<file path="src/rtl/event_pulse_stretcher_pkg.sv">
// Shared types and helpers for the event pulse stretcher.
// State encoding, queue-control bundle and the us-to-cycles helper.
package event_pulse_stretcher_pkg;

  typedef enum logic [1:0] {
    ST_IDLE = 2'd0,
    ST_ON   = 2'd1,
    ST_OFF  = 2'd2
  } state_e;

  // Per-cycle decisions for the pending-event counter.
  typedef struct packed {
    logic inc;
    logic dec;
    logic full;
  } q_ctrl_t;

  localparam logic [31:0] CYC_ONE = 32'd1;

  // Also used by the key debouncer for its hold count.
  function automatic logic [31:0] cycles_from_us(
    input logic [31:0] freq_mhz,
    input logic [31:0] us
  );
    return freq_mhz * us;
  endfunction

endpackage

</file>
<file path="src/rtl/event_pulse_stretcher_cycle_timer.sv">
// Free-running cycle counter with clear, enable and terminal count.
// Ports: clk, rst_n, i_clr, i_en, i_limit (32b), o_done.
module cycle_timer
  import event_pulse_stretcher_pkg::*;
(
  input  logic        clk,
  input  logic        rst_n,
  input  logic        i_clr,
  input  logic        i_en,
  input  logic [31:0] i_limit,
  output logic        o_done
);

  logic [31:0] r_cnt;
  logic [31:0] w_last;

  assign w_last = i_limit - CYC_ONE;
  assign o_done = i_en && (r_cnt == w_last);

  always_ff @(posedge clk or negedge rst_n) begin
    if (!rst_n) begin
      r_cnt <= '0;
    end else if (i_clr) begin
      r_cnt <= '0;
    end else if (i_en) begin
      r_cnt <= r_cnt + CYC_ONE;
    end
  end

endmodule

</file>
<file path="src/rtl/event_pulse_stretcher.sv">
// Turns one-cycle event strobes into fixed-width LED pulses + gap.
// Ports: clk, rst_n, pulse_in -> led_out, busy, pending, ovf.
// Option: STRETCH_OVF_FLAG_EN enables the sticky overflow flag.
module event_pulse_stretcher
  import event_pulse_stretcher_pkg::*;
#(
  parameter logic [31:0] SYS_CLK_FREQ = 32'd10,
  parameter logic [31:0] ON_TIME      = 32'd1,
  parameter logic [31:0] OFF_TIME     = 32'd1,
  parameter int          PEND_W       = 4
) (
  input  logic              clk,
  input  logic              rst_n,
  input  logic              pulse_in,
  output logic              led_out,
  output logic              busy,
  output logic [PEND_W-1:0] pending,
  output logic              ovf
);

  localparam logic [31:0] ON_CYC =
    cycles_from_us(SYS_CLK_FREQ, ON_TIME);
  localparam logic [31:0] OFF_CYC =
    cycles_from_us(SYS_CLK_FREQ, OFF_TIME);
  localparam logic [PEND_W-1:0] PEND_MAX = '1;
  localparam logic [PEND_W-1:0] PEND_ONE =
    {{(PEND_W-1){1'b0}}, 1'b1};

  state_e            r_state;
  logic              r_led;
  logic [PEND_W-1:0] r_pend;

  logic              w_done;
  logic              w_en;
  logic              w_clr;
  logic [31:0]       w_limit;
  logic              w_end_off;
  q_ctrl_t           w_q;
  logic [PEND_W-1:0] w_pend_nxt;

  assign w_en    = (r_state != ST_IDLE);
  // Counter sits at zero while idle and restarts on every phase end.
  assign w_clr   = (r_state == ST_IDLE) || w_done;
  assign w_limit = (r_state == ST_ON) ? ON_CYC : OFF_CYC;

  cycle_timer u_timer (
    .clk     (clk),
    .rst_n   (rst_n),
    .i_clr   (w_clr),
    .i_en    (w_en),
    .i_limit (w_limit),
    .o_done  (w_done)
  );

  assign w_end_off = (r_state == ST_OFF) && w_done;

  // A strobe on the last gap cycle starts the next pulse directly,
  // so it never enters the queue.
  always_comb begin
    w_q      = '0;
    w_q.inc  = pulse_in && w_en && !w_end_off;
    w_q.dec  = w_end_off && !pulse_in && (r_pend != '0);
    w_q.full = (r_pend == PEND_MAX);
  end

  always_comb begin
    w_pend_nxt = r_pend;
    unique case (1'b1)
      w_q.inc && w_q.dec: w_pend_nxt = r_pend;
      w_q.inc: begin
        if (!w_q.full) begin
          w_pend_nxt = r_pend + PEND_ONE;
        end
      end
      w_q.dec: w_pend_nxt = r_pend - PEND_ONE;
      default: w_pend_nxt = r_pend;
    endcase
  end

  always_ff @(posedge clk or negedge rst_n) begin
    if (!rst_n) begin
      r_state <= ST_IDLE;
      r_led   <= 1'b0;
      r_pend  <= '0;
    end else begin
      r_pend <= w_pend_nxt;
      unique case (r_state)
        ST_IDLE: begin
          if (pulse_in) begin
            r_state <= ST_ON;
            r_led   <= 1'b1;
          end
        end
        ST_ON: begin
          if (w_done) begin
            r_state <= ST_OFF;
            r_led   <= 1'b0;
          end
        end
        ST_OFF: begin
          if (w_done) begin
            if (pulse_in || (r_pend != '0)) begin
              r_state <= ST_ON;
              r_led   <= 1'b1;
            end else begin
              r_state <= ST_IDLE;
              r_led   <= 1'b0;
            end
          end
        end
        default: begin
          r_state <= ST_IDLE;
          r_led   <= 1'b0;
        end
      endcase
    end
  end

  assign led_out = r_led;
  assign busy    = (r_state != ST_IDLE);
  assign pending = r_pend;

`ifdef STRETCH_OVF_FLAG_EN
  logic r_ovf;
  logic w_drop;

  assign w_drop = w_q.inc && w_q.full && !w_q.dec;

  always_ff @(posedge clk or negedge rst_n) begin
    if (!rst_n) begin
      r_ovf <= 1'b0;
    end else if (w_drop) begin
      r_ovf <= 1'b1;
    end
  end

  assign ovf = r_ovf;
`else
  assign ovf = 1'b0;
`endif

endmodule

</file>
<file path="config.mk">
export PLATFORM = sky130hd
export DESIGN_NAME = event_pulse_stretcher
export DESIGN_NICKNAME = d
export VERILOG_FILES = /design/src/rtl/event_pulse_stretcher_pkg.sv /design/src/rtl/event_pulse_stretcher_cycle_timer.sv /design/src/rtl/event_pulse_stretcher.sv
export SDC_FILE = /design/constraint.sdc
export NUM_CORES = 1
export LEC_CHECK = 0
export BUFFER_PORTS_ARGS = -buffer_cell sky130_fd_sc_hd__buf_2
export CAP_MARGIN = 10
export CORE_ASPECT_RATIO = 0.6
export CORE_MARGIN = 10
export CORE_UTILIZATION = 60
export CTS_CLUSTER_DIAMETER = 80
export CTS_CLUSTER_SIZE = 16
export DETAILED_ROUTE_END_ITERATION = 6
export GPL_ROUTABILITY_DRIVEN = 0
export PLACE_DENSITY = 0.78
export SYNTH_ARGS = -nofsm -noshare
export SYNTH_HDL_FRONTEND = slang
export SYNTH_SLANG_ARGS = --single-unit
</file>
<file path="constraint.sdc">
create_clock -name clk -period 4.1 [get_ports clk]
set_input_delay 0.82 -clock clk [delete_from_list [all_inputs] [get_ports clk]]
set_output_delay 0.82 -clock clk [all_outputs]
set_load 0.05 [all_outputs]
</file>
# Yosys cells after proc, flatten, opt, wreduce, memory -nomap -nowiden
# Index checks and enable logic that the tools add are counted.
classes:
  add_sub_neg: 3
  multipliers: 0
  div: 0
  order_cmp: 0
  eq_ne: 8
  n_shift: 0
  muxes: 14
  bitwise: 0
  n_reduce_logical: 17
ops:
  columns: ["op", "n"]
  rows:
  - ["$mux W32", 2]
  - ["$add A32 B1 Y32 const B", 1]
  - ["$eq A32 B4 Y1 const B", 1]
  - ["$ne A2 B2 Y1 const B", 4]
  - ["$pmux W4 S2", 1]
  - ["$logic_and A1 B1 Y1", 6]
  - ["$mux W2", 3]
  - ["$pmux W2 S3", 1]
  - ["$reduce_bool A2 Y1", 3]
  - ["$mux W1", 5]
  - ["$add A4 B1 Y4 const B", 1]
  - ["$eq A4 B4 Y1 const B", 1]
  - ["$mux W4", 1]
  - ["$reduce_bool A4 Y1", 1]
  - ["$sub A4 B1 Y4 const B", 1]
  - ["$pmux W1 S3", 1]
  - ["$reduce_and A3 Y1", 1]
  - ["$eq A2 B1 Y1 const B", 1]
  - ["$eq A2 B2 Y1 const B", 1]
  - ["$logic_not A1 Y1", 2]
  - ["$logic_not A2 Y1", 1]
  - ["$logic_or A1 B1 Y1", 2]
  - ["$reduce_and A2 Y1", 1]
word_totals:
  reg_bits: 39
  latchBits: 0
  ram_bits: 0
  rom_bits: 0
  inputBits: 3
  out_inout_bits: 7
  mem_count: 0

# Depth between registers and ports, before layout
# Gate-level depths: netlist (run 1).
logic_depth:
  word_depth: 7
  mapped_depth: 12

# By module
# Synthesis (run 1) repeated with hierarchy kept, for this count alone.
hier_totals:
  hier_cells: 372
  hier_area_um2: 3214.3
by_module_without_submodules:
  columns: ["module", "n_inst", "cells_each", "area_each_um2"]
  rows:
  - ["cycle_timer", 1, 330, 2786.4]
  - ["event_pulse_stretcher", 1, 42, 427.9]

# Worst setup path before layout (run 1)
# No wires, ideal clock.
synth_path:
  path_kind: "reg-to-reg"
  start: "reg r_pend[3], in the netlist pending[3]"
  end: "reg r_pend[3], in the netlist pending[3]"
  setup_ns: 0.150
  t_arrival_ns: 3.048
  t_required_ns: 3.950
  path_slack_ns: 0.902
  path_stages_with_launch: 12
  path_buffers: 1
  path_cell_list: "dfrtp_1 -> buf_4 -> nor4_1 -> or3_1 -> or4_4 -> inv_1 -> ha_1 -> a21o_1 -> a21oi_1 -> nor4_1 -> a2111oi_0 -> o2111ai_1"
synth_between:
  elab_chain_len: 4
  word_cells_on_any_way: 10
synth_rtl:
  columns: ["element", "line", "source"]
  rows:
  - ["from (decl)", "event_pulse_stretcher.sv:31", "logic [PEND_W-1:0] r_pend;"]
  - ["from (signal assigned)", "event_pulse_stretcher.sv:86", "r_pend <= w_pend_nxt;"]
  - ["branches (longest 4 deep; another with $add A4 B1 Y4)", null, null]
# Several ways; the timed one is not identified. The select of a mux whose other input is x is not followed.
# A chain may end at the register's enable or synchronous reset.

# Worst setup path after layout (run 1)
layout_path:
  start: "reg u_timer.r_cnt[1]"
  end: "reg r_pend[3], in the netlist pending[3]"
layout_between:
  elab_chain_len: 7
  word_cells_on_any_way: 11
layout_rtl:
  columns: ["element", "line", "source"]
  rows:
  - ["from (decl)", "event_pulse_stretcher_cycle_timer.sv:14", "logic [31:0] r_cnt;"]
  - ["from (signal assigned)", "event_pulse_stretcher_cycle_timer.sv:26", "r_cnt <= r_cnt + CYC_ONE;"]
  - ["$eq A32 B4 Y1 *", "event_pulse_stretcher_cycle_timer.sv:18", "assign o_done = i_en && (r_cnt == w_last);"]
  - ["$logic_and A1 B1 Y1 *", "event_pulse_stretcher_cycle_timer.sv:18", null]
  - ["$logic_and A1 B1 Y1 *", "event_pulse_stretcher.sv:55", "assign w_end_off = (r_state == ST_OFF) && w_done;"]
  - ["$logic_not A1 Y1 or $logic_and A1 B1 Y1 (tied branches)", "event_pulse_stretcher.sv:61, event_pulse_stretcher.sv:62", null]
  - ["$logic_and A1 B1 Y1 (on tied branches)", "event_pulse_stretcher.sv:61, event_pulse_stretcher.sv:62", null]
  - ["$ne A2 B2 Y1 (no source line) or $reduce_bool A2 Y1 (tied branches)", null, null]
  - ["$reduce_and A2 Y1 (no source line)", null, null]
# Every way passes the cells marked *; elsewhere a longest branch is shown, timed or not.

==> flow_metrics.tcl, run 1 <==
set metrics [dict create \
    wirelength_um 4370 \
    power_frac_comb 0.314 \
    cts_buffer_depth 2 \
    worstHoldPathType "reg2reg" \
    drv_slew 0 \
    synth_cell_type_count 42 \
    grt_pass1_vias 1647 \
    antenna_found_initial 0 \
    hold_violations 0 \
    cts_root_buf "clkbuf_8" \
    syn-instance-count 235 \
    synth_top_area_frac 0.436 \
    ys_warn_count 0 \
    ys.flop_type "dfrtp_1" \
    clkPwrFrac 0.254 \
    cts_buffers 5 \
    cts_resized 0 \
    antenna_cells 0 \
    crit_required_ns 4.25 \
    ir_drop_mv 0.317 \
    leakage_uw 0.00111 \
    die_y_um 67.3 \
    crit_path_max_incr_delay_ns 0.60 \
    drc_errors 0 \
    drt_iter0_drc 117 \
    synth.most_common_cell "nor2_1" \
    status "completed" \
    cts_setup_buffers 0 \
    regArea_um2 976 \
    slowest_stage "or4_4" \
    sw_frac_of_total 0.373 \
    async_flop_share 1.00 \
    synth_area_mm2 0.00224 \
    clk_latency_ns 0.30 \
    synth_enable_flop_cells 0 \
    nNetsFinal 249 \
    htreeDepth 2 \
    rsz0062_at_grt "false" \
    grt_max_degree 40 \
    setup_viol 0 \
    overflow 0 \
    powerDensity_mw_per_mm2 475 \
    multi_input_area_mm2 0.00117 \
    path_max_fanout 6 \
    drive_gt1_frac 0.107 \
    fmax_ghz 0.278 \
    n_fill_cell 301 \
    numPortBuffers 8 \
    fp.dieW_um 98.9 \
    yosysSeqAreaShare 0.436 \
    synth_commonest_cells "nor2_1, dfrtp_1, xor2_1" \
    post-route-period-util 0.878 \
    relSlewSlack 0.247 \
    grt_first_pass_wirelength_um 7880 \
    period_minus_slack_ns 3.60 \
    wire_per_inst_um 15.1 \
    finalClockSkew_ns 0.0103 \
    grt.total_usage 0.143 \
    hpwl_um 2990 \
    avgSynthCellArea_um2 9.53 \
    netSwitchingPower_uw 425 \
    fp.dieArea_mm2 0.00666 \
    vias_per_cell 5.92 \
    cp_data_arrival_time_ns 3.75 \
    setup_tns_ns 0 \
    tightest_slew_ns 1.12 \
    clk_pin_slew_worst_paths_ns 0.08 \
    ys_ff_latch 39 \
    ctsHoldBuffers 0 \
    vias 1711 \
    drtAntennaViolNets 0 \
    final_core_util 0.660 \
    area_growth_pct 7.15 \
    p_seq_frac 0.433 \
    path_cells "inv_1, ha_1, nor4bb_1, nand4_1, or4_4, inv_1, ha_1, a21o_1, a21oi_1, nor4_1, a2111oi_0, o2111ai_1" \
    firstDrtPassIters 4 \
    ios 10 \
    synth_fp_nets 243 \
    end_kind "flip-flop" \
    synth_largest_area_cell "dfrtp_1" \
    setup.worst_path.start_class "flip-flop" \
    holdWs_ns 0.534 \
    p_int_uw 715 \
    critPathKind "reg2reg" \
    cts_tree "built" \
    num_rows 17 \
    initial_core_util 0.616 \
    synthTopCellsByArea "dfrtp_1, xor2_1, nor2_1, nand4_1, xnor2_1" \
    core_area_mm2 0.00364 \
    drv_cap 0 \
    clock-sinks 39 \
]
==> placed cells by master (no fill, tap or decap), types with 4 or more instances in the layout <==
cell,netlist,routed
ha_1,4,4
nor2_1,40,40
nand4_1,16,16
buf_2,7,8
dfrtp_1,39,39
nor4_1,10,10
nor3_1,4,4
nand3_1,13,13
and3_1,6,6
inv_1,11,11
clkbuf_8,0,7
xor2_1,22,22
nand2_1,10,10
xnor2_1,10,10
==> sequential cells by signal (all words and copies together) (netlist names) <==
signal         cells
led_out            1
r_state            2
pending            4
u_timer.r_cnt     32
==> final timing paths <==
path / cells past startpoint / to / from / slack [ns]
setup / recovery: 12 / pending[3] / u_timer.r_cnt[1] / 0.50
hold reg to reg: 1 / u_timer.r_cnt[0] / u_timer.r_cnt[0] / 0.53
setup reg to reg: 12 / pending[3] / u_timer.r_cnt[1] / 0.50
hold / removal: 1 / u_timer.r_cnt[0] / u_timer.r_cnt[0] / 0.53
min in group asynchronous: 1 / u_timer.r_cnt[27] / rst_n / 0.63
max in group asynchronous: 1 / led_out / rst_n / 2.94
==> layer usage <==
metal,share of wire,wire length (µm),global-route usage,up-vias
met4,0.010,44,0.0374,0
met5,0,0,0,-
li1,-,-,-,832
met3,0.053,233,0.0418,7
met1,0.51,2230,0.198,838
met2,0.43,1860,0.215,34
==> critical path, delay by kind of cell, from the launching register on <==
family | cells | cell delay (ns)
flops | 1 | 0.41
simple gates | 4 | 1.26
compound gates | 4 | 1.25
fa+ha+maj | 2 | 0.36
buf+inv | 2 | 0.17
==> cells by family after synthesis <==
family,count (synthesis),share of synthesized area
xor+xnor,32,0.125
flops,39,0.436
mux,4,0.0201
other cells,1,0.00167
fa+ha+maj,5,0.0313
compound gates,14,0.0480
buf+inv,22,0.0441
simple gates,118,0.294
==> through the flow <==
| step | instance area (µm²) | total power [µW] | cells | setup slack (ns) |
|---|---|---|---|---|
| 2_1_floorplan | 2240 | 776 | 235 | 0.902 |
| 3_3_place_gp | 2300 | 852 | 281 | 0.742 |
| 3_5_place_dp | 2300 | 859 | 281 | 0.587 |
| 4_1_cts | 2400 | 1150 | 289 | 0.571 |
| 5_1_grt | 2400 | 1210 | 289 | 0.218 |
| 6_report | 2400 | 1140 | 289 | 0.498 |
==> power by group through the flow <==
| stage | logic (µW) | clock network [µW] | registers (µW) |
|---|---|---|---|
| after floorplan | 233 | 0 | 542 |
| after global placement | 354 | 0 | 498 |
| after detailed placement | 358 | 0 | 500 |
| after CTS | 360 | 294 | 493 |
| after global routing | 397 | 312 | 505 |
| final | 358 | 289 | 493 |
==> area by class of cell <==
| type | instances | share of cell area |
|---|---|---|
| Clock buffer | 8 | 0.0417 |
| Inverter | 11 | 0.0172 |
| Multi-Input combinational cell | 174 | 0.487 |
| Sequential cell | 39 | 0.407 |
| Tap cell | 47 | 0.0245 |
| Timing Repair Buffer | 10 | 0.0229 |
Note: power is estimated with default switching activity, not from simulation.
==> run 2, diff against run 1 <==
Settings changed: PLACE_DENSITY 0.78 to 0.82.
==> run 2 against run 1 <==
- maximum frequency increased by 9.2%
- clock-buffer cell count decreased by 3
- hold slack improved by 0.012 ns
- via count decreased by 4.0%
- clock power increased by 30%
- utilization increased by 1.0 points
==> flow_metrics.tcl, run 2 (synthesized netlist as in run 1, its figures left out) <==
set metrics [dict create \
    antenna_found_initial 0 \
    cts_setup_buffers 0 \
    netSwitchingPower_uw 420 \
    clk_pin_slew_worst_paths_ns 0.08 \
    powerDensity_mw_per_mm2 503 \
    fp.dieArea_mm2 0.00666 \
    status "completed" \
    overflow 0 \
    setup_tns_ns 0 \
    post-route-period-util 0.805 \
    p_seq_frac 0.402 \
    grt_first_pass_wirelength_um 7210 \
    multi_input_area_mm2 0.00117 \
    crit_end "pending[3]" \
    wirelength_um 4140 \
    end_kind "flip-flop" \
    die_y_um 67.3 \
    hpwl_um 2860 \
    core_area_mm2 0.00364 \
    drv_cap 0 \
    final_cell_mix "nor2_1, dfrtp_1, xor2_1" \
    r2r-end "pending[3]" \
    pre_cts_ws_ns 0.652 \
    ios 10 \
    p_int_uw 805 \
    vias 1643 \
    firstDrtPassIters 4 \
    fin_ws_ns 0.801 \
    cts_resized 0 \
    numPortBuffers 8 \
    wire_per_inst_um 14.3 \
    num_rows 17 \
    grt_max_degree 40 \
    ir_drop_mv 0.333 \
    path_max_fanout 6 \
    drv_slew 0 \
    layout_commonest_cell "nor2_1" \
    power_frac_comb 0.291 \
    drive_gt1_frac 0.112 \
    period_minus_slack_ns 3.30 \
    regMostFlops "u_timer.r_cnt" \
    fp.dieW_um 98.9 \
    startpoint "u_timer.r_cnt[0]" \
    area_growth_pct 8.77 \
    regArea_um2 976 \
    rsz0062_at_grt "false" \
    crit_required_ns 4.25 \
    setup.worst_path.start_class "flip-flop" \
    r2r_cells 11 \
    holdWs_ns 0.546 \
    nNetsFinal 249 \
    drc_errors 0 \
    finalClockSkew_ns 0.00582 \
    cts_buffer_depth 2 \
    grt.total_usage 0.131 \
    clk_latency_ns 0.29 \
    htreeDepth 2 \
    clock-sinks 39 \
    r2r_setup_slack_ns 0.80 \
    critPathKind "reg2reg" \
    ctsHoldBuffers 0 \
    vias_per_cell 5.69 \
    tightest_slew_ns 1.08 \
    cts_root_buf "clkbuf_8" \
    relSlewSlack 0.274 \
    grt_pass1_vias 1550 \
    drtAntennaViolNets 0 \
    hold_violations 0 \
    n_fill_cell 291 \
    leakage_uw 0.00112 \
    cts_buffers 5 \
    clkPwrFrac 0.307 \
    setup_viol 0 \
    antenna_cells 0 \
    initial_core_util 0.616 \
    cts_tree "built" \
    r2r-start "u_timer.r_cnt[0]" \
    fmax_ghz 0.303 \
    largest_reg_flops 32 \
    sw_frac_of_total 0.343 \
    drt_iter0_drc 94 \
    worstHoldPathType "reg2reg" \
    cp_data_arrival_time_ns 3.45 \
]
==> run 2: cell count changes in the layout (fill, tap and decap cells not counted) <==
cell / previous run / this run
clkinvlp_4: 0 / 1
clkbuf_1: 1 / 0
clkbuf_8: 7 / 5
bufinv_16: 0 / 2
==> run 2: worst min path at each step <==
| stage | startpoint | endpoint | cells past startpoint |
|---|---|---|---|
| floorplan | u_timer.r_cnt[0] | u_timer.r_cnt[0] | 1 |
| global placement | u_timer.r_cnt[0] | u_timer.r_cnt[0] | 1 |
| detailed placement | u_timer.r_cnt[0] | u_timer.r_cnt[0] | 1 |
| CTS | u_timer.r_cnt[0] | u_timer.r_cnt[0] | 1 |
| global route | u_timer.r_cnt[0] | u_timer.r_cnt[0] | 1 |
| finish | u_timer.r_cnt[0] | u_timer.r_cnt[0] | 1 |
==> run 2: metal layers <==
metal,vias to the layer above,share of wire,GRT usage
li1,829,-,-
met3,2,0.044,0.0367
met5,-,0,0
met2,27,0.43,0.201
met1,785,0.52,0.178
met4,0,0.0046,0.0356
==> run 2: cell type report <==
cell class	instances	share of cell area
inverters	11	0.0169
clock inverters	3	0.0277
well taps	47	0.0241
multi-input cells	174	0.480
flip-flops and latches	39	0.401
clock buffers	5	0.0282
repair buffers	10	0.0226
==> run 2: power by group through the flow <==
stage	Clock, µW	Sequential (µW)	Combinational (µW)
floorplan	0	542	233
global placement	0	496	354
detailed placement	0	499	358
CTS	386	492	360
global route	409	503	397
finish	377	492	356
==> run 2: through the flow <==
| step | total power (µW) | std cells | util | area [µm²] |
|---|---|---|---|---|
| detailed placement | 857 | 281 | 0.632 | 2300 |
| floorplan | 776 | 235 | - | 2240 |
| CTS | 1240 | 289 | 0.670 | 2440 |
| finish | 1220 | 289 | 0.670 | 2440 |
| global placement | 849 | 281 | 0.632 | 2300 |
| global route | 1310 | 289 | 0.670 | 2440 |
==> run 2: worst max-delay path, stage by stage, from the launching register on <==
cell and delay, ns:
dfrtp_1 0.44, ha_1 0.18, nor4bb_1 0.29, nand4_1 0.14
or4_4 0.58, inv_1 0.11, ha_1 0.24, a21o_1 0.18
a21oi_1 0.39, nor4_1 0.10, a2111oi_0 0.37, o2111ai_1 0.16
